`src/rtl/paged_read_arbiter_pkg.sv`:
```
// Shared constants for the paged memory read path: AR FSM states and ID port tagging.
package paged_read_arbiter_pkg;

    typedef enum logic {
        AR_IDLE  = 1'b0,
        AR_ISSUE = 1'b1
    } ar_state_t;

    localparam int OUTSTANDING_CNT_W = 4;

    // The requesting port number is carried in the top bit of the master-side ID.
    function automatic int port_sel_bit(input int id_width);
        return id_width - 1;
    endfunction

endpackage

```
`src/rtl/rr_arbiter2.sv`:
```
// Two-request round-robin picker; the port not granted last wins a tie.
module rr_arbiter2 (
    input  logic       aclk_i,
    input  logic       reset_i,
    input  logic [1:0] req_i,
    input  logic       advance_i,
    output logic [1:0] grant_o,
    output logic       grant_idx_o
);

    logic last_q;

    always_comb begin
        grant_o     = 2'b00;
        grant_idx_o = 1'b0;
        if (req_i == 2'b11) begin
            grant_idx_o = ~last_q;
            grant_o     = last_q ? 2'b01 : 2'b10;
        end else if (req_i[0]) begin
            grant_o     = 2'b01;
            grant_idx_o = 1'b0;
        end else if (req_i[1]) begin
            grant_o     = 2'b10;
            grant_idx_o = 1'b1;
        end
    end

    // Reset to "port 1 granted last" so port 0 wins the first tie.
    always_ff @(posedge aclk_i) begin
        if (reset_i) begin
            last_q <= 1'b1;
        end else if (advance_i && (grant_o != 2'b00)) begin
            last_q <= grant_idx_o;
        end
    end

endmodule

```
`src/rtl/paged_read_arbiter.sv`:
```
// Two-port AXI4 read arbiter: round-robin AR with port-tagged IDs, R routed back by ID.
//   state    | meaning
//   AR_IDLE  | looking for an eligible requester; accepting grants this cycle
//   AR_ISSUE | registered request presented on m_axi_ar*, waiting for m_axi_arready
module paged_read_arbiter
    import paged_read_arbiter_pkg::*;
#(
    parameter int DATA_WIDTH      = 32,
    parameter int ADDR_WIDTH      = 32,
    parameter int ID_WIDTH        = 8,
    parameter int MAX_OUTSTANDING = 4
) (
    input  logic                  aclk,
    input  logic                  reset,
    input  logic [ID_WIDTH-2:0]   s0_axi_arid,
    input  logic [ADDR_WIDTH-1:0] s0_axi_araddr,
    input  logic [7:0]            s0_axi_arlen,
    input  logic [2:0]            s0_axi_arsize,
    input  logic [1:0]            s0_axi_arburst,
    input  logic                  s0_axi_arlock,
    input  logic [3:0]            s0_axi_arcache,
    input  logic [2:0]            s0_axi_arprot,
    input  logic                  s0_axi_arvalid,
    output logic                  s0_axi_arready,
    output logic [ID_WIDTH-2:0]   s0_axi_rid,
    output logic [DATA_WIDTH-1:0] s0_axi_rdata,
    output logic [1:0]            s0_axi_rresp,
    output logic                  s0_axi_rlast,
    output logic                  s0_axi_rvalid,
    input  logic                  s0_axi_rready,
    input  logic [ID_WIDTH-2:0]   s1_axi_arid,
    input  logic [ADDR_WIDTH-1:0] s1_axi_araddr,
    input  logic [7:0]            s1_axi_arlen,
    input  logic [2:0]            s1_axi_arsize,
    input  logic [1:0]            s1_axi_arburst,
    input  logic                  s1_axi_arlock,
    input  logic [3:0]            s1_axi_arcache,
    input  logic [2:0]            s1_axi_arprot,
    input  logic                  s1_axi_arvalid,
    output logic                  s1_axi_arready,
    output logic [ID_WIDTH-2:0]   s1_axi_rid,
    output logic [DATA_WIDTH-1:0] s1_axi_rdata,
    output logic [1:0]            s1_axi_rresp,
    output logic                  s1_axi_rlast,
    output logic                  s1_axi_rvalid,
    input  logic                  s1_axi_rready,
    output logic [ID_WIDTH-1:0]   m_axi_arid,
    output logic [ADDR_WIDTH-1:0] m_axi_araddr,
    output logic [7:0]            m_axi_arlen,
    output logic [2:0]            m_axi_arsize,
    output logic [1:0]            m_axi_arburst,
    output logic                  m_axi_arlock,
    output logic [3:0]            m_axi_arcache,
    output logic [2:0]            m_axi_arprot,
    output logic                  m_axi_arvalid,
    input  logic                  m_axi_arready,
    input  logic [ID_WIDTH-1:0]   m_axi_rid,
    input  logic [DATA_WIDTH-1:0] m_axi_rdata,
    input  logic [1:0]            m_axi_rresp,
    input  logic                  m_axi_rlast,
    input  logic                  m_axi_rvalid,
    output logic                  m_axi_rready
);

    localparam int SEL = port_sel_bit(ID_WIDTH);
    localparam logic [OUTSTANDING_CNT_W-1:0] MAX_CNT = OUTSTANDING_CNT_W'(MAX_OUTSTANDING);

    ar_state_t state_q, state_d;
    logic [ID_WIDTH-1:0]   arid_q, arid_d;
    logic [ADDR_WIDTH-1:0] araddr_q, araddr_d;
    logic [7:0]            arlen_q, arlen_d;
    logic [2:0]            arsize_q, arsize_d;
    logic [1:0]            arburst_q, arburst_d;
    logic                  arlock_q, arlock_d;
    logic [3:0]            arcache_q, arcache_d;
    logic [2:0]            arprot_q, arprot_d;
    logic                  arvalid_q, arvalid_d;
    logic [OUTSTANDING_CNT_W-1:0] cnt0_q, cnt0_d, cnt1_q, cnt1_d;

    logic [1:0] req, grant;
    logic       grant_idx, r_sel, r_last_hs, inc0, inc1, dec0, dec1;

    // Grants are suppressed during reset so no arready pulse is lost to a discarded request.
    assign req[0] = s0_axi_arvalid && (cnt0_q < MAX_CNT);
    assign req[1] = s1_axi_arvalid && (cnt1_q < MAX_CNT);

    rr_arbiter2 u_rr (
        .aclk_i      (aclk),
        .reset_i     (reset),
        .req_i       ((state_q == AR_IDLE && !reset) ? req : 2'b00),
        .advance_i   (1'b1),
        .grant_o     (grant),
        .grant_idx_o (grant_idx)
    );

    assign s0_axi_arready = grant[0];
    assign s1_axi_arready = grant[1];

    always_comb begin
        state_d   = state_q;
        arid_d    = arid_q;
        araddr_d  = araddr_q;
        arlen_d   = arlen_q;
        arsize_d  = arsize_q;
        arburst_d = arburst_q;
        arlock_d  = arlock_q;
        arcache_d = arcache_q;
        arprot_d  = arprot_q;
        arvalid_d = arvalid_q;
        case (state_q)
            AR_IDLE: begin
                if (grant != 2'b00) begin
                    arid_d    = {grant_idx, grant_idx ? s1_axi_arid : s0_axi_arid};
                    araddr_d  = grant_idx ? s1_axi_araddr  : s0_axi_araddr;
                    arlen_d   = grant_idx ? s1_axi_arlen   : s0_axi_arlen;
                    arsize_d  = grant_idx ? s1_axi_arsize  : s0_axi_arsize;
                    arburst_d = grant_idx ? s1_axi_arburst : s0_axi_arburst;
                    arlock_d  = grant_idx ? s1_axi_arlock  : s0_axi_arlock;
                    arcache_d = grant_idx ? s1_axi_arcache : s0_axi_arcache;
                    arprot_d  = grant_idx ? s1_axi_arprot  : s0_axi_arprot;
                    arvalid_d = 1'b1;
                    state_d   = AR_ISSUE;
                end
            end
            AR_ISSUE: begin
                if (m_axi_arready) begin
                    arvalid_d = 1'b0;
                    state_d   = AR_IDLE;
                end
            end
            default: state_d = AR_IDLE;
        endcase
    end

    assign r_sel     = m_axi_rid[SEL];
    assign r_last_hs = m_axi_rvalid && m_axi_rready && m_axi_rlast;
    assign inc0 = (state_q == AR_ISSUE) && m_axi_arready && !arid_q[SEL];
    assign inc1 = (state_q == AR_ISSUE) && m_axi_arready &&  arid_q[SEL];
    assign dec0 = r_last_hs && !r_sel && (cnt0_q != '0);
    assign dec1 = r_last_hs &&  r_sel && (cnt1_q != '0);

    always_comb begin
        cnt0_d = cnt0_q;
        cnt1_d = cnt1_q;
        if (inc0 && !dec0) cnt0_d = cnt0_q + 1'b1;
        if (dec0 && !inc0) cnt0_d = cnt0_q - 1'b1;
        if (inc1 && !dec1) cnt1_d = cnt1_q + 1'b1;
        if (dec1 && !inc1) cnt1_d = cnt1_q - 1'b1;
    end

    always_ff @(posedge aclk) begin
        if (reset) begin
            state_q   <= AR_IDLE;
            arid_q    <= '0;
            araddr_q  <= '0;
            arlen_q   <= '0;
            arsize_q  <= '0;
            arburst_q <= '0;
            arlock_q  <= 1'b0;
            arcache_q <= '0;
            arprot_q  <= '0;
            arvalid_q <= 1'b0;
            cnt0_q    <= '0;
            cnt1_q    <= '0;
        end else begin
            state_q   <= state_d;
            arid_q    <= arid_d;
            araddr_q  <= araddr_d;
            arlen_q   <= arlen_d;
            arsize_q  <= arsize_d;
            arburst_q <= arburst_d;
            arlock_q  <= arlock_d;
            arcache_q <= arcache_d;
            arprot_q  <= arprot_d;
            arvalid_q <= arvalid_d;
            cnt0_q    <= cnt0_d;
            cnt1_q    <= cnt1_d;
        end
    end

    assign m_axi_arid    = arid_q;
    assign m_axi_araddr  = araddr_q;
    assign m_axi_arlen   = arlen_q;
    assign m_axi_arsize  = arsize_q;
    assign m_axi_arburst = arburst_q;
    assign m_axi_arlock  = arlock_q;
    assign m_axi_arcache = arcache_q;
    assign m_axi_arprot  = arprot_q;
    assign m_axi_arvalid = arvalid_q;

    // R payload fans out to both ports; only rvalid and rready are steered by the ID tag.
    assign s0_axi_rid    = m_axi_rid[ID_WIDTH-2:0];
    assign s1_axi_rid    = m_axi_rid[ID_WIDTH-2:0];
    assign s0_axi_rdata  = m_axi_rdata;
    assign s1_axi_rdata  = m_axi_rdata;
    assign s0_axi_rresp  = m_axi_rresp;
    assign s1_axi_rresp  = m_axi_rresp;
    assign s0_axi_rlast  = m_axi_rlast;
    assign s1_axi_rlast  = m_axi_rlast;
    assign s0_axi_rvalid = m_axi_rvalid && !r_sel;
    assign s1_axi_rvalid = m_axi_rvalid &&  r_sel;
    assign m_axi_rready  = r_sel ? s1_axi_rready : s0_axi_rready;

endmodule

```
`config.mk`:
```
export PLATFORM = sky130hd
export DESIGN_NAME = paged_read_arbiter
export DESIGN_NICKNAME = d
export VERILOG_FILES = /design/src/rtl/paged_read_arbiter_pkg.sv /design/src/rtl/rr_arbiter2.sv /design/src/rtl/paged_read_arbiter.sv
export SDC_FILE = /design/constraint.sdc
export NUM_CORES = 1
export LEC_CHECK = 0
export BUFFER_PORTS_ARGS = -buffer_cell sky130_fd_sc_hd__buf_2
export CAP_MARGIN = 20
export CORE_AREA = 2 2 124 126
export DETAILED_ROUTE_END_ITERATION = 12
export DIE_AREA = 0 0 126 128
export GPL_ROUTABILITY_DRIVEN = 0
export GPL_TIMING_DRIVEN = 0
export PLACE_DENSITY = 0.63
export SYNTH_ARGS = -nofsm -noshare
export SYNTH_HDL_FRONTEND = slang
export SYNTH_SLANG_ARGS = --single-unit
```
`constraint.sdc`:
```
create_clock -name aclk -period 2.1 [get_ports aclk]
set_input_delay 0.105 -clock aclk [delete_from_list [all_inputs] [get_ports aclk]]
set_output_delay 0.105 -clock aclk [all_outputs]
set_load 0.01 [all_outputs]
```
==> results.md <==
Clocking:
- CTS built an H-tree with a depth of 3.
- The clock sink count is 72.
- The number of CTS-inserted buffers is 9.
- TritonCTS built the clock tree.
- The clock tree root driver cell is sky130_fd_sc_hd__clkbuf_16.
- The clock transition time at the flip-flop clock pins of the worst setup and hold paths is 60 ps.
- In this run the deepest clock path goes through 2 buffers.
- The latest clock arrival within the worst-skew pair is roughly 340 ps.

Setup path:
- The nature of the critical path startpoint is a register.
- The worst-path maximum fanout is 6.
- The endpoint of the worst setup timing path is cnt1_q[2]$_SDFFE_PP0P_.
- The slack of the worst reg-to-reg path is approximately 70 ps.
- The kind of capture point of the worst setup path is a register.
- The capturing point of the worst reg2reg path is cnt1_q[2]$_SDFFE_PP0P_.
- The required time of the critical path is 2360 ps.
- At the worst endpoint, the arrival time is between 2000 and 2500 ps.
- Tracing the worst setup path back leads to its startpoint at cnt1_q[2]$_SDFFE_PP0P_.
- The cell depth of the worst flop-to-flop path is 9.
- The launching point of the worst reg2reg path is cnt1_q[2]$_SDFFE_PP0P_.
- The worst setup path category is reg2reg.

Synth:
- The proportion of synthesized flip-flops having asynchronous set or reset is 0%.
- The synthesized netlist cell count is about 500.
- The sequential share of the synthesized area is between 30% and 40%.
- Summing every instance area after synthesis gives approximately 0.0043 sq mm.
- The Yosys step of the flow raised 0 warnings.
- By area the synthesized netlist is led by sky130_fd_sc_hd__dfxtp_1, sky130_fd_sc_hd__buf_4, sky130_fd_sc_hd__o311ai_1, sky130_fd_sc_hd__nand4_1, sky130_fd_sc_hd__nand2_1.
- Synthesis instantiated 40 different standard cells from the library.
- Among all flip-flop cells after synthesis, the most frequent one is sky130_fd_sc_hd__dfxtp_1.
- The number of enable flip-flop cells after synthesis is 0.
- The number of register bits inferred by synthesis is ~70.
- Counting instances in the post-synthesis netlist gives the leading cell types as sky130_fd_sc_hd__buf_4, sky130_fd_sc_hd__dfxtp_1, sky130_fd_sc_hd__nand2_1.
- The share of the synthesized area in the top cell type is 33.9%.
- The net count of the mapped netlist is around 690.
- The synthesized area divided by synthesized cell count is a little over 8 sq um.
- Of all cell types, the one taking the most synthesized area is sky130_fd_sc_hd__dfxtp_1.
- The most used standard cell by instance count after synthesis is sky130_fd_sc_hd__buf_4.

Floorplan:
- The area enclosed by the die boundary is ~0.016 sq mm.
- The initial utilization of the core area, before any placement, comes to 28.6%.
- The chip height is about 130 um.
- The standard-cell row count is 45.
- The die boundary width is 126 um.
- The area inside the core boundary is 0.0149 sq mm.
- Pin placement for this block handled roughly 320 I/O pins.

GRT:
- The layer flagged by global routing as most heavily used is met2.
- The met1 global-route usage is a little under a quarter.
- The first global-routing pass estimated about 23,000 um of wire.
- Entering global routing, the biggest net connects 13 pins.
- For met3 alone, demand over resource in global routing was 3.67%.
- Global routing used between 20 and 30% of the available met2 tracks.
- The via count of the first global-routing pass came to 4,577.
- The number of antenna violations at the first check in global routing is 0.
- The total congestion overflow after global routing is 0.
- The overall routing resource usage is between 10% and 20%.

Finish:
- The layout-stage area growth over the synthesis result is 65.8%.
- The antenna diode instance count is 0.
- Cells fill 47.5% of the core in the end.
- The share of post-route cells with drive strength above 1 is about half.
- The count of cells in the finished layout, fillers not included, comes to around 1,100.
- The final layout contains about 1,100 nets.
- The final cell area excluding filler cells is around 0.007 sq mm.

Routing:
- The total via count after detailed routing is roughly 5,000.
- The first TritonRoute pass finished after 4 iterations.
- For this run, design rule violations remaining after detail routing come to 0.
- The mean number of vias per cell is ~4.6.
- The DRC marker count from the first detailed-route iteration is between 150 and 200.
- The total routed wirelength is 15,700 um.
- In the final routed layout, each cell accounts on average for about 15 um.
- The count of antenna-violating nets left after detailed routing is 0.

Worst hold path:
- The cell depth of the worst min-delay path is 3.
- The min-delay analysis places its worst path in the category in2reg.
- The hold path startpoint is s0_axi_arlen[4].

Placement:
- The placed instance area is slightly below 0.006 sq mm.
- Once placement completed, the tool counted placed cells totaling 982.
- Detailed placement ended at an HPWL of roughly 11,000 um.
- At the placement stage, the worst setup path has a slack of -123 ps.
- During placement, the flow inserted port buffers numbering 280.

STA:
- Setup violations remaining at the end of the flow were counted as 0.
- The worst slew slack as a fraction of its limit is between 50% and 60%.
- Setup repair after global routing could not meet its margin everywhere.
- The number of max-slew violations in the final report is 0.
- The fmax is 492 MHz.
- The clock tree skew after final layout is just under 7 ps.
- The final setup slack of the worst path is 68.7 ps.
- The final period demand of the worst path is approximately 2000 ps.
- The number of endpoints with negative hold slack in the final report is 0.
- The slew at the pin closest to its max-slew limit is between 600 and 700 ps.
- Of the available clock period, the critical path in the final layout requires 96.7%.

Pwr:
- Across the VDD grid, the largest voltage drop is about 0.00036 V.
- The standby leakage power is approximately 3.4 nW.
- After layout, the design draws a total of 4.24 mW.
- The areal power density over the cells is between 600 and 700 mW/mm^2.

Flow run:
- Across the run, the number of max-cap violations was 0.

Outcome:
- The flow ran to the end, and the final reports show no timing, DRC or antenna violations.
worst max-delay path: stages, from the launching register on:
cell and delay (ps):
sky130_fd_sc_hd__dfxtp_4 360, sky130_fd_sc_hd__o41ai_4 330, sky130_fd_sc_hd__nor2_2 100, sky130_fd_sc_hd__ha_2 230
sky130_fd_sc_hd__xor2_1 140, sky130_fd_sc_hd__ha_2 190, sky130_fd_sc_hd__a21oi_2 40, sky130_fd_sc_hd__xor2_1 160
sky130_fd_sc_hd__or3_1 300, sky130_fd_sc_hd__a21oi_1 110
per-layer routing:
layer / up-vias / wire (um)
met5: - / 0
met4: 0 / 261
met3: 24 / 1050
met2: 224 / 7570
met1: 2259 / 6830
li1: 2450 / -
cell families (layout without fill, tap and decap cells):
kind of cell	Yosys count	in the layout	share of synthesized area, %
AND/OR/NAND/NOR	159	159	19.3
buffers and inverters	189	559	27.8
AO/OA/AOI/OAI	78	78	15.1
adder cells (fa/ha/maj)	6	6	1.76
XOR/XNOR	6	6	1.23
flip-flops	72	72	33.9
multiplexers	4	4	0.999
per-stage QoR:
stage | TNS, ps | hold slack, ps
4_1_cts | -40.4 | 0.0246
6_report | 0 | 13.0
5_1_grt | -122 | 4.63
3_3_place_gp | -233 | 321
3_5_place_dp | -378 | 325
2_1_floorplan | 0 | 205
sequential cells by signal, summed over array words and instances (netlist names):
signal,cells
m_axi_arburst,2
m_axi_arvalid,1
m_axi_arsize,3
m_axi_arid,8
cnt0_q,4
m_axi_arprot,3
state_q,1
cnt1_q,4
m_axi_arcache,4
m_axi_araddr,32
m_axi_arlock,1
m_axi_arlen,8
u_rr.last_q,1
layout by cell type, fill, tap and decap left out, drive strengths merged:
cell         count
buf            396
dfxtp           72
dlygate4sd3     71
nand2           63
inv             61
nand4           60
o311ai          60
clkbuf          26
nor2            11
nor2b            6
xor2             6
ha               6
o21ai            5
a21oi            5
a211o            3
nand3            3
or3              3
clkinv           3
nand2b           2
mux2i            2
clkinvlp         2
or2              2
mux2             2
and2             2
nor3b            1
or3b             1
nor4             1
nor3             1
o41ai            1
a211oi           1
a22oi            1
nor4bb           1
nor4b            1
nand4b           1
a31oi            1
o32ai            1
layout make-up:
type / count / area (sq um)
Tap cell: 188 / 235
Multi-Input combinational cell: 253 / 1740
Clock inverter: 4 / 28.8
Fill cell: 1451 / 7810
Clock buffer: 12 / 256
Inverter: 62 / 245
Sequential cell: 72 / 1460
Timing Repair Buffer: 357 / 2160
Buffer: 124 / 928
worst min-delay path by stage:
| stage | to |
|---|---|
| after floorplan | state_q$_SDFF_PP0_ |
| after global placement | m_axi_arlen[5]$_SDFFE_PP0P_ |
| after detailed placement | m_axi_araddr[13]$_SDFFE_PP0P_ |
| after CTS | m_axi_araddr[3]$_SDFFE_PP0P_ |
| after global routing | m_axi_arid[5]$_SDFFE_PP0P_ |
| final | m_axi_arlen[4]$_SDFFE_PP0P_ |
timing repair:
action | in CTS | in global routing
setup buffers | 0 | 6
endpoints found under the setup margin | 5 | 6
hold buffers | 71 | 0
pin swaps | 1 | 8
gates cloned | 0 | 0
gates resized for setup | 7 | 28
hold endpoints to repair | 61 | 0
power breakdown:
| part | internal [mW] | total [mW] | switching [mW] |
|---|---|---|---|
| logic | 0.611 | 1.17 | 0.561 |
| clock network | 0.865 | 1.47 | 0.604 |
| registers | 1.52 | 1.60 | 0.0811 |
Note: power is estimated with default switching activity, not from simulation.
